===== config.mk =====
export PLATFORM = sky130hd
export DESIGN_NAME = uart_wb_host
export DESIGN_NICKNAME = d
export VERILOG_FILES = /design/src/rtl/uart_pkg.sv /design/src/rtl/uart_host_fifo.sv /design/src/rtl/uart_wb_host.sv
export SDC_FILE = /design/constraint.sdc
export NUM_CORES = 1
export LEC_CHECK = 0
export ABC_AREA = 1
export BUFFER_PORTS_ARGS = -buffer_cell sky130_fd_sc_hd__buf_4
export CAP_MARGIN = 15
export CORE_MARGIN = 2
export CORE_UTILIZATION = 25
export DETAILED_ROUTE_END_ITERATION = 8
export GPL_ROUTABILITY_DRIVEN = 0
export SETUP_SLACK_MARGIN = 0.1
export SYNTH_ARGS = -nofsm -noshare
export SYNTH_HDL_FRONTEND = slang
export SYNTH_SLANG_ARGS = --single-unit

===== constraint.sdc =====
create_clock -name clk -period 2.2 [get_ports clk]
set_input_delay 0.11 -clock clk [delete_from_list [all_inputs] [get_ports clk]]
set_output_delay 0.11 -clock clk [all_outputs]
set_load 0.03 [all_outputs]

===== src/rtl/uart_pkg.sv =====
// Shared definitions for the UART CSR block and its Wishbone host.
//  - default CSR addresses of the UART slave
//  - STATUS bit that reads 1 while the transmitter is busy
//  - host FSM state encoding
package uart_pkg;

    localparam logic [31:0] UART_RX_ADDR     = 32'h3000_0000;
    localparam logic [31:0] UART_TX_ADDR     = 32'h3000_0004;
    localparam logic [31:0] UART_STAT_ADDR   = 32'h3000_0008;
    localparam int unsigned UART_TX_BUSY_BIT = 5;

    typedef enum logic [2:0] {
        StIdle,
        StRdRx,
        StWrTx,
        StPoll,
        StGap
    } host_state_e;

endpackage


===== src/rtl/uart_host_fifo.sv =====
// Small circular byte buffer for RX data.
// Pointers carry one extra wrap bit: equal pointers mean empty, pointers that
// differ only in the wrap bit mean full. A push is accepted while full when a
// pop happens in the same cycle.
// Ports:
//   clk, rst_n   clock, asynchronous active-low reset
//   push         write push_data at the tail
//   push_data    byte to store
//   pop          drop the head entry (ignored when empty)
//   head         current head entry, meaningful only while !empty
//   full, empty  occupancy flags
module uart_host_fifo #(
    parameter int unsigned DEPTH = 4,
    parameter int unsigned WIDTH = 8
) (
    input  logic             clk,
    input  logic             rst_n,
    input  logic             push,
    input  logic [WIDTH-1:0] push_data,
    input  logic             pop,
    output logic [WIDTH-1:0] head,
    output logic             full,
    output logic             empty
);

    localparam int unsigned AW = (DEPTH > 1) ? $clog2(DEPTH) : 1;

    logic [WIDTH-1:0] mem [DEPTH];
    logic [AW:0]      wr_ptr_q;
    logic [AW:0]      rd_ptr_q;
    logic             do_push;
    logic             do_pop;

    assign empty   = (wr_ptr_q == rd_ptr_q);
    assign full    = (wr_ptr_q[AW] != rd_ptr_q[AW]) &&
                     (wr_ptr_q[AW-1:0] == rd_ptr_q[AW-1:0]);
    assign do_pop  = pop && !empty;
    assign do_push = push && (!full || do_pop);
    assign head    = mem[rd_ptr_q[AW-1:0]];

    always_ff @(posedge clk) begin
        if (do_push) begin
            mem[wr_ptr_q[AW-1:0]] <= push_data;
        end
    end

    always_ff @(posedge clk or negedge rst_n) begin
        if (!rst_n) begin
            wr_ptr_q <= '0;
            rd_ptr_q <= '0;
        end else begin
            if (do_push) begin
                wr_ptr_q <= wr_ptr_q + 1'b1;
            end
            if (do_pop) begin
                rd_ptr_q <= rd_ptr_q + 1'b1;
            end
        end
    end

endmodule


===== src/rtl/uart_wb_host.sv =====
// Wishbone classic initiator that services a UART CSR slave.
// An irq pulse schedules a read of RX_DATA into a small RX buffer; each TX byte
// is written to TX_DATA and STATUS is then polled (with an idle gap between
// polls) until the transmitter reports idle. Unacknowledged transfers are
// aborted after TIMEOUT cycles and flagged on the sticky err_o.
// Ports:
//   clk, rst_n                   clock, asynchronous active-low reset
//   wbm_cyc_o/stb_o/we_o/sel_o   Wishbone control (stb mirrors cyc)
//   wbm_adr_o/dat_o/dat_i/ack_i  Wishbone address/data/acknowledge
//   irq_i                        UART irq pulse, requests an RX read
//   tx_valid_i/tx_data_i/tx_ready_o   TX byte stream in
//   rx_valid_o/rx_data_o/rx_ready_i   RX byte stream out
//   err_o                        sticky ack-timeout flag
module uart_wb_host
    import uart_pkg::*;
#(
    parameter logic [31:0] RX_ADDR     = UART_RX_ADDR,
    parameter logic [31:0] TX_ADDR     = UART_TX_ADDR,
    parameter logic [31:0] STAT_ADDR   = UART_STAT_ADDR,
    parameter int unsigned TX_BUSY_BIT = UART_TX_BUSY_BIT,
    parameter int unsigned RX_DEPTH    = 4,
    parameter int unsigned TIMEOUT     = 255,
    parameter int unsigned POLL_GAP    = 15
) (
    input  logic        clk,
    input  logic        rst_n,
    output logic        wbm_cyc_o,
    output logic        wbm_stb_o,
    output logic        wbm_we_o,
    output logic [3:0]  wbm_sel_o,
    output logic [31:0] wbm_adr_o,
    output logic [31:0] wbm_dat_o,
    input  logic [31:0] wbm_dat_i,
    input  logic        wbm_ack_i,
    input  logic        irq_i,
    input  logic        tx_valid_i,
    input  logic [7:0]  tx_data_i,
    output logic        tx_ready_o,
    output logic        rx_valid_o,
    output logic [7:0]  rx_data_o,
    input  logic        rx_ready_i,
    output logic        err_o
);

    localparam logic [7:0] TMO_LAST = 8'(TIMEOUT - 1);
    localparam logic [7:0] GAP_LAST = 8'(POLL_GAP - 1);

    host_state_e state_q;
    logic        cyc_q;
    logic        we_q;
    logic [3:0]  sel_q;
    logic [31:0] adr_q;
    logic [31:0] dat_q;
    logic [7:0]  tmo_cnt_q;
    logic [7:0]  gap_cnt_q;
    logic        irq_pend_q;
    logic        tx_hold_full_q;
    logic [7:0]  tx_hold_q;
    logic        err_q;

    logic        rx_push;
    logic        rx_pop;
    logic        rx_full;
    logic        rx_empty;
    logic [7:0]  rx_head;
    logic        bus_state;
    logic        start_rx;
    logic        req_we;
    logic [3:0]  req_sel;
    logic [31:0] req_adr;
    logic [31:0] req_dat;
    logic        unused_dat;

    // Only the RX byte and the busy bit of the read data are consumed.
    assign unused_dat = ^wbm_dat_i;

    assign bus_state = (state_q == StRdRx) || (state_q == StWrTx) || (state_q == StPoll);
    // A full RX buffer holds the request off, so the irq stays pending.
    assign start_rx  = (state_q == StIdle) && irq_pend_q && !rx_full;
    assign rx_push   = (state_q == StRdRx) && cyc_q && wbm_ack_i;
    assign rx_pop    = rx_ready_i && !rx_empty;

    // Transfer attributes for the bus state about to raise cyc.
    always_comb begin
        req_we  = 1'b0;
        req_sel = 4'hF;
        req_adr = STAT_ADDR;
        req_dat = '0;
        case (state_q)
            StRdRx: req_adr = RX_ADDR;
            StWrTx: begin
                req_adr = TX_ADDR;
                req_we  = 1'b1;
                req_sel = 4'h1;
                req_dat = {24'b0, tx_hold_q};
            end
            default: ;
        endcase
    end

    always_ff @(posedge clk or negedge rst_n) begin
        if (!rst_n) begin
            state_q        <= StIdle;
            cyc_q          <= 1'b0;
            we_q           <= 1'b0;
            sel_q          <= '0;
            adr_q          <= '0;
            dat_q          <= '0;
            tmo_cnt_q      <= '0;
            gap_cnt_q      <= '0;
            irq_pend_q     <= 1'b0;
            tx_hold_full_q <= 1'b0;
            tx_hold_q      <= '0;
            err_q          <= 1'b0;
        end else begin
            // A new irq wins over the clear on entry to RdRx.
            if (irq_i) begin
                irq_pend_q <= 1'b1;
            end else if (start_rx) begin
                irq_pend_q <= 1'b0;
            end

            if (tx_valid_i && !tx_hold_full_q) begin
                tx_hold_q      <= tx_data_i;
                tx_hold_full_q <= 1'b1;
            end

            if (bus_state) begin
                if (!cyc_q) begin
                    cyc_q     <= 1'b1;
                    we_q      <= req_we;
                    sel_q     <= req_sel;
                    adr_q     <= req_adr;
                    dat_q     <= req_dat;
                    tmo_cnt_q <= '0;
                end else if (wbm_ack_i) begin
                    cyc_q <= 1'b0;
                    case (state_q)
                        StWrTx: state_q <= StPoll;
                        StPoll: begin
                            if (wbm_dat_i[TX_BUSY_BIT]) begin
                                state_q   <= StGap;
                                gap_cnt_q <= '0;
                            end else begin
                                tx_hold_full_q <= 1'b0;
                                state_q        <= StIdle;
                            end
                        end
                        default: state_q <= StIdle;
                    endcase
                end else if (tmo_cnt_q == TMO_LAST) begin
                    // Abort: an RX read is simply lost, a TX byte is dropped.
                    cyc_q   <= 1'b0;
                    err_q   <= 1'b1;
                    state_q <= StIdle;
                    if (state_q != StRdRx) begin
                        tx_hold_full_q <= 1'b0;
                    end
                end else begin
                    tmo_cnt_q <= tmo_cnt_q + 8'd1;
                end
            end else if (state_q == StGap) begin
                if (gap_cnt_q == GAP_LAST) begin
                    state_q <= StPoll;
                end else begin
                    gap_cnt_q <= gap_cnt_q + 8'd1;
                end
            end else begin
                if (start_rx) begin
                    state_q <= StRdRx;
                end else if (tx_hold_full_q) begin
                    state_q <= StWrTx;
                end
            end
        end
    end

    uart_host_fifo #(
        .DEPTH (RX_DEPTH),
        .WIDTH (8)
    ) u_rx_fifo (
        .clk       (clk),
        .rst_n     (rst_n),
        .push      (rx_push),
        .push_data (wbm_dat_i[7:0]),
        .pop       (rx_pop),
        .head      (rx_head),
        .full      (rx_full),
        .empty     (rx_empty)
    );

    assign wbm_cyc_o  = cyc_q;
    assign wbm_stb_o  = cyc_q;
    assign wbm_we_o   = we_q;
    assign wbm_sel_o  = sel_q;
    assign wbm_adr_o  = adr_q;
    assign wbm_dat_o  = dat_q;
    assign tx_ready_o = !tx_hold_full_q;
    assign rx_valid_o = !rx_empty;
    assign rx_data_o  = rx_head;
    assign err_o      = err_q;

endmodule


Word-level counts from Yosys, hierarchy flattened
Memory sizes are Yosys's and may differ from the RTL's.
Cells that the tools add are included.
{ "totals": {"regBits": 106, "latch_bits": 0, "mem_bits_rw": 32, "romBits": 0, "inputBits": 46, "out_inout_bits": 82, "word_cells": 103, "mem_count": 1} }
{ "classes": {"add_sub_neg": 4, "mul": 0, "div": 0, "magnitude_cmp": 0, "n_eq_ne": 19, "shifts": 0, "muxes": 39, "bitwise_logic": 2, "reduce_logical": 24} }
{ "memory_table": {"columns": ["memory", "depth", "width", "rd", "rd_clocked_by_memory_dff", "wr", "line_no", "rtl"], "rows": [
  ["u_rx_fifo.mem", 4, 8, 1, 0, 1, "uart_host_fifo.sv:28", "logic [WIDTH-1:0] mem [DEPTH];"]
]} }
{ "ops": {"columns": ["cell", "count"], "rows": [
  ["2-to-1 mux 8 bit", 11],
  ["2-to-1 mux 3 bit", 9],
  ["adder 8 x 1 -> 8 bit (second input constant)", 2],
  ["2-to-1 mux 1 bit", 16],
  ["inequality test 2 bit (second input constant)", 6],
  ["logical AND 1 bit", 9],
  ["== test 8 x 4 -> 1 bit (second input constant)", 1],
  ["== test 8 bit (second input constant)", 1],
  ["one-hot mux 4 bit (2 select lines)", 1],
  ["AND reduction 4 bit", 2],
  ["adder 3 x 1 -> 3 bit (second input constant)", 2],
  ["== test 3 x 2 -> 1 bit (second input constant)", 2],
  ["inequality test 3 x 2 -> 1 bit (second input constant)", 2],
  ["one-hot mux 3 bit (2 select lines)", 1],
  ["AND reduction 6 bit", 1],
  ["2-to-1 mux 4 bit", 1],
  ["nonzero test 2 bit", 2],
  ["nonzero test 4 bit", 1],
  ["== test 3 x 1 -> 1 bit (second input constant)", 1],
  ["== test 3 bit", 1],
  ["== test 3 bit (second input constant)", 1],
  ["logical NOT 1 bit", 3],
  ["logical NOT 3 bit", 1],
  ["logical OR 1 bit", 3],
  ["other kinds (7)", 8]
]} }

Logic depth before layout (Yosys ltp)
{ "depth": {"depth_word": 8, "mapped_depth": 10, "mapped_depth_nobuf": 10} }

Hierarchy
Synthesis repeated with hierarchy kept, for this count alone.
{ "hier_totals": {"hier_cells": 455, "hier_area_um2": 4305.4} }
{ "modules_own_cells": {"columns": ["module", "n_inst", "cells_each", "area_per_inst_um2", "seq_area_each_um2"], "rows": [
  ["uart_wb_host", 1, 318, 2643.8, 1101.1],
  ["uart_host_fifo", 1, 137, 1661.6, 1111.1]
]} }

Worst setup path after synthesis
OpenSTA, ideal clock, no wires.
{ "synth_timing": {"path_kind": "reg2reg", "from": "register cyc_q, in the netlist wbm_cyc_o", "to": "memory u_rx_fifo.mem[3][0] (enable)", "setup_ps": 374, "arrival_ps": 1608, "required_time_ps": 1826, "setup_slack_ps": 218, "path_stages_with_launch": 6, "path_buffers": 1, "synth_period_minus_slack_ps": 1982, "path_cell_list": "dfrtp_1 > buf_2 > inv_1 > nor3_1 > nand2_2 > nor2_1"} }
{ "synth_between": {"elab_chain_cells": 5} }
{ "synth_lines": {"columns": ["item", "line_no", "rtl"], "rows": [
  ["start, declared", "uart_wb_host.sv:49", "logic cyc_q;"],
  ["start signal, assigned", "uart_wb_host.sv:104", "cyc_q <= 1'b0;"],
  ["start signal, assigned", "uart_wb_host.sv:130", "cyc_q <= 1'b1;"],
  ["start signal, assigned", "uart_wb_host.sv:137", "cyc_q <= 1'b0;"],
  ["logical AND 1 bit (2 in series)", "uart_wb_host.sv:80", "assign rx_push = (state_q == StRdRx) && cyc_q && wbm_ack_i;"],
  ["logical AND 1 bit", "uart_host_fifo.sv:38", "assign do_push = push && (!full || do_pop);"],
  ["2-to-1 mux 1 bit", "uart_host_fifo.sv:42", "if (do_push) begin"],
  ["2-to-1 mux 1 bit (implied by the code)", "uart_host_fifo.sv:43", "mem[wr_ptr_q[AW-1:0]] <= push_data;"],
  ["end, declared", "uart_host_fifo.sv:28", null]
]} }
Every way passes these cells.

Final worst setup path
{ "layout_timing": {"from": "register u_rx_fifo.rd_ptr_q[0]", "to": "output port rx_data_o[5]"} }
{ "layout_between": {"elab_chain_cells": 1} }
{ "layout_lines": {"columns": ["item", "line_no", "rtl"], "rows": [
  ["start, declared", "uart_host_fifo.sv:30", "logic [AW:0] rd_ptr_q;"],
  ["start signal, assigned", "uart_host_fifo.sv:56", "rd_ptr_q <= rd_ptr_q + 1'b1;"],
  ["memory read (4 x 8 bit)", null, null],
  ["end, declared", "uart_wb_host.sv:40", "output logic [7:0] rx_data_o,"]
]} }
Every way passes these cells.

==> results.sh <==
export IMPL_worst_path_buf_inv=3
export IMPL_rrSetupSlack_ns=0.35
export IMPL_clock_latency_ns=0.34
export IMPL_core_sq_um=15900
export IMPL_track_usage_pct=9.96
export IMPL_cts_sinks=82
export IMPL_grt_setup_unrepaired="no"
export IMPL_syn_inst=436
export IMPL_cp_required_ns=2.09
export IMPL_synthTopCellsByArea="dfrtp_1 (30%), edfxtp_1 (23%), buf_4 (10%)"
export IMPL_final_common_cell="nand2_1"
export IMPL_grt_start_max_net_pins=51
export IMPL_p_switching_mw=2.73
export IMPL_startpoint="u_rx_fifo.rd_ptr_q[0]"
export IMPL_cp_data_arrival_time_ns=1.82
export IMPL_cts_max_level=3
export IMPL_clk_pin_slew_ns=0.06
export IMPL_period_share_pct=87.9
export IMPL_drv_cap=0
export IMPL_power_leakage_nw=2.25
export IMPL_grt_pass1_vias=2902
export IMPL_fmax_mhz=517
export IMPL_seqCellArea_sq_um=2210
export IMPL_post_dp_cell_area_sq_um=4540
export IMPL_postRouteAntennaNets=0
export IMPL_slew_viol_final=0
export IMPL_seq_power_share_pct=33.9
export IMPL_setup_viol=0
export IMPL_pwr_share_comb_pct=43.0
export IMPL_worstSetupPathType="reg2out"
export IMPL_n_antenna_cell=0
export IMPL_avgViaCountPerCell=4.07
export IMPL_holdPathEnd="u_rx_fifo.mem[2][5]"
export IMPL_async_flop_share_pct=61.0
export IMPL_crit_top_cell="buf_4"
export IMPL_relSlewSlack_pct=56.9
export IMPL_clock_path_buffers=2
export IMPL_cts_tree="yes"
export IMPL_critPathLaunchType="flop"
export IMPL_root_buffer="clkbuf_16"
export IMPL_hold_class="in2reg"
export IMPL_cts_inserted_buffers=9
export IMPL_ys_seq_elements=82
export IMPL_finalInstanceArea_sq_um=4940
export IMPL_layout_area_overhead_vs_synth_pct=20.4
export IMPL_powerDensity_nw_per_um2=1300
export IMPL_synth_top_area_share_pct=30.5
export IMPL_hold_viol=0
export IMPL_critPathMaxFanout=18
export IMPL_sw_frac_of_total_pct=42.3
export IMPL_drive_above_1_share_pct=18.6
export IMPL_cp_slowest_cell="dfrtp_1"
export IMPL_r2r_cells=10
export IMPL_worst_setup_path_end_kind="output port"
export IMPL_die_height_microns=132
export IMPL_rr_endpoint="state_q[0]"
export IMPL_syn_area_per_cell_sq_um=9.42
export IMPL_most_common_layout_cells="nand2_1 (79), buf_4 (59), conb_1 (52)"
export IMPL_antenna_found_initial=0
export IMPL_io_buffers=51
export IMPL_synthDistinctLibCells=38
export IMPL_utilization_pct=31.0
export IMPL_place_hpwl_microns=5840
export IMPL_netlist_area_sq_um=4110
export IMPL_gr_total_overflow=0
export IMPL_dieArea_sq_um=17500
export IMPL_period_needed_ns=1.93
export IMPL_setup_tns_ns=0
export IMPL_ir_worst_vdd_uv=713
export IMPL_finClkSkew_ns=0.00614
export IMPL_dr_pass1_iters=4
export IMPL_drt_wl_total_microns=8330
export IMPL_synth_edf_count=32
export IMPL_multi_input_area_sq_um=1450
export IMPL_crit_chain="buf_4, clkinvlp_4, o21ai_0, o22ai_1, buf_4"
export IMPL_cpPeakStageDelay_ns=0.37
export IMPL_vias=2942
export IMPL_crit_family="buffers and inverters"
export IMPL_hold_path_startpoint="wbm_dat_i[5]"
export IMPL_hold_depth=1
export IMPL_synth_area_leader_cell="dfrtp_1"
export IMPL_worst_slew_pin_slew_ns=0.646
export IMPL_r2r_start="state_q[0]"
export IMPL_fin_nets=556
export IMPL_start_util_pct=25.8
export IMPL_drc=0
export IMPL_intPower_mw=3.72
export IMPL_drt_initial_drc_count=167
export IMPL_io_pins=128
export IMPL_ys_flop_type="dfrtp_1"
export IMPL_yosysWarnings=0
export IMPL_ys_seq_area_share_pct=53.9
export IMPL_wl_per_cell_microns=11.5
export IMPL_fillers=1666
export IMPL_num_rows=46
export IMPL_clockPowerShare_pct=23.1
export IMPL_grt_pass1_wl_microns=14000
export IMPL_die_w_microns=132
export IMPL_status="complete, no violations"
==> registers in the layout (all words and copies together), names as in the netlist <==
| register | cells |
|---|---|
| gap_cnt_q | 8 |
| tx_hold_full_q | 1 |
| u_rx_fifo.wr_ptr_q | 3 |
| wbm_dat_o | 8 |
| err_o | 1 |
| wbm_we_o | 1 |
| u_rx_fifo.mem | 32 |
| irq_pend_q | 1 |
| wbm_cyc_o | 1 |
| tx_hold_q | 8 |
| state_q | 3 |
| u_rx_fifo.rd_ptr_q | 3 |
| wbm_sel_o | 2 |
| tmo_cnt_q | 8 |
| wbm_adr_o | 2 |
==> timing repair <==
action | 4_1_cts | 5_1_grt
setup endpoints to repair | 0 | 2
setup buffers | 0 | 0
hold endpoints to repair | 80 | 0
gates resized for setup | 0 | 1
hold buffers | 10 | 0
==> layout make-up <==
type / count / share of cell area (%)
Inverter: 41 / 3.24
Tap cell: 216 / 5.47
Clock buffer: 12 / 5.49
Clock inverter: 4 / 0.658
Timing Repair Buffer: 69 / 11.0
Multi-Input combinational cell: 298 / 29.4
Sequential cell: 82 / 44.7
==> cell families after synthesis <==
family | share of synthesized area, %
and+or+nand+nor | 17.6
muxes | 0.274
buffers and inverters | 15.4
DFF | 53.9
xor gates and xnor gates | 1.71
other | 0.0913
adders and majority gates | 2.74
AOI/OAI and AO/OA | 8.32
==> worst max path at each step <==
stage	to	slack (ns)	cells after the start
3_5_place_dp	state_q[0]	0.35	10
4_1_cts	rx_data_o[5]	0.14	5
6_report	rx_data_o[5]	0.27	5
5_1_grt	rx_data_o[5]	0.12	5
3_3_place_gp	u_rx_fifo.mem[3][6]	0.39	6
2_1_floorplan	u_rx_fifo.mem[3][0]	0.22	5
==> layer usage <==
metal  GRT usage, %  routed length [microns]  up-vias
met3           3.77                      598       13
met1           11.9                     3690     1372
met5              0                        0        -
met2           16.6                     3910      111
li1               -                        -     1446
met4           3.38                      131        0
==> cell usage after synthesis (2+ instances only) <==
| cell | number |
|---|---|
| nor3_2 | 2 |
| inv_1 | 37 |
| nor2_2 | 2 |
| o22ai_1 | 9 |
| nand2_1 | 79 |
| ha_1 | 9 |
| xor2_1 | 7 |
| buf_4 | 57 |
| dfrtp_1 | 50 |
| nand3_1 | 18 |
| buf_2 | 5 |
| nand2_2 | 2 |
| nor2_4 | 2 |
| nor2_1 | 42 |
| inv_2 | 3 |
| a21oi_1 | 11 |
| o21ai_1 | 8 |
| or2_2 | 2 |
| nor3_1 | 5 |
| edfxtp_1 | 32 |
| o21ai_0 | 30 |
| clkbuf_1 | 2 |
| nand4_1 | 7 |
==> stage by stage <==
| step | instances | setup WS, ns | hold slack (ns) | total power, mW |
|---|---|---|---|---|
| 2_1_floorplan | 487 | 0.218 | -0.186 | 4.22 |
| 3_3_place_gp | 696 | 0.393 | 0.171 | 4.91 |
| 3_5_place_dp | 696 | 0.347 | 0.176 | 4.98 |
| 4_1_cts | 722 | 0.138 | 0.00104 | 6.52 |
| 5_1_grt | 722 | 0.123 | 0.00476 | 6.93 |
| 6_report | 722 | 0.266 | 0.0143 | 6.44 |
==> power groups by stage <==
stage	sequential, mW	combinational (mW)	clock [mW]
2_1_floorplan	2.35	1.88	0
3_3_place_gp	2.20	2.71	0
3_5_place_dp	2.21	2.77	0
4_1_cts	2.19	2.79	1.54
5_1_grt	2.24	3.07	1.61
6_report	2.19	2.77	1.49
Note: power is estimated with default switching activity, not from simulation.
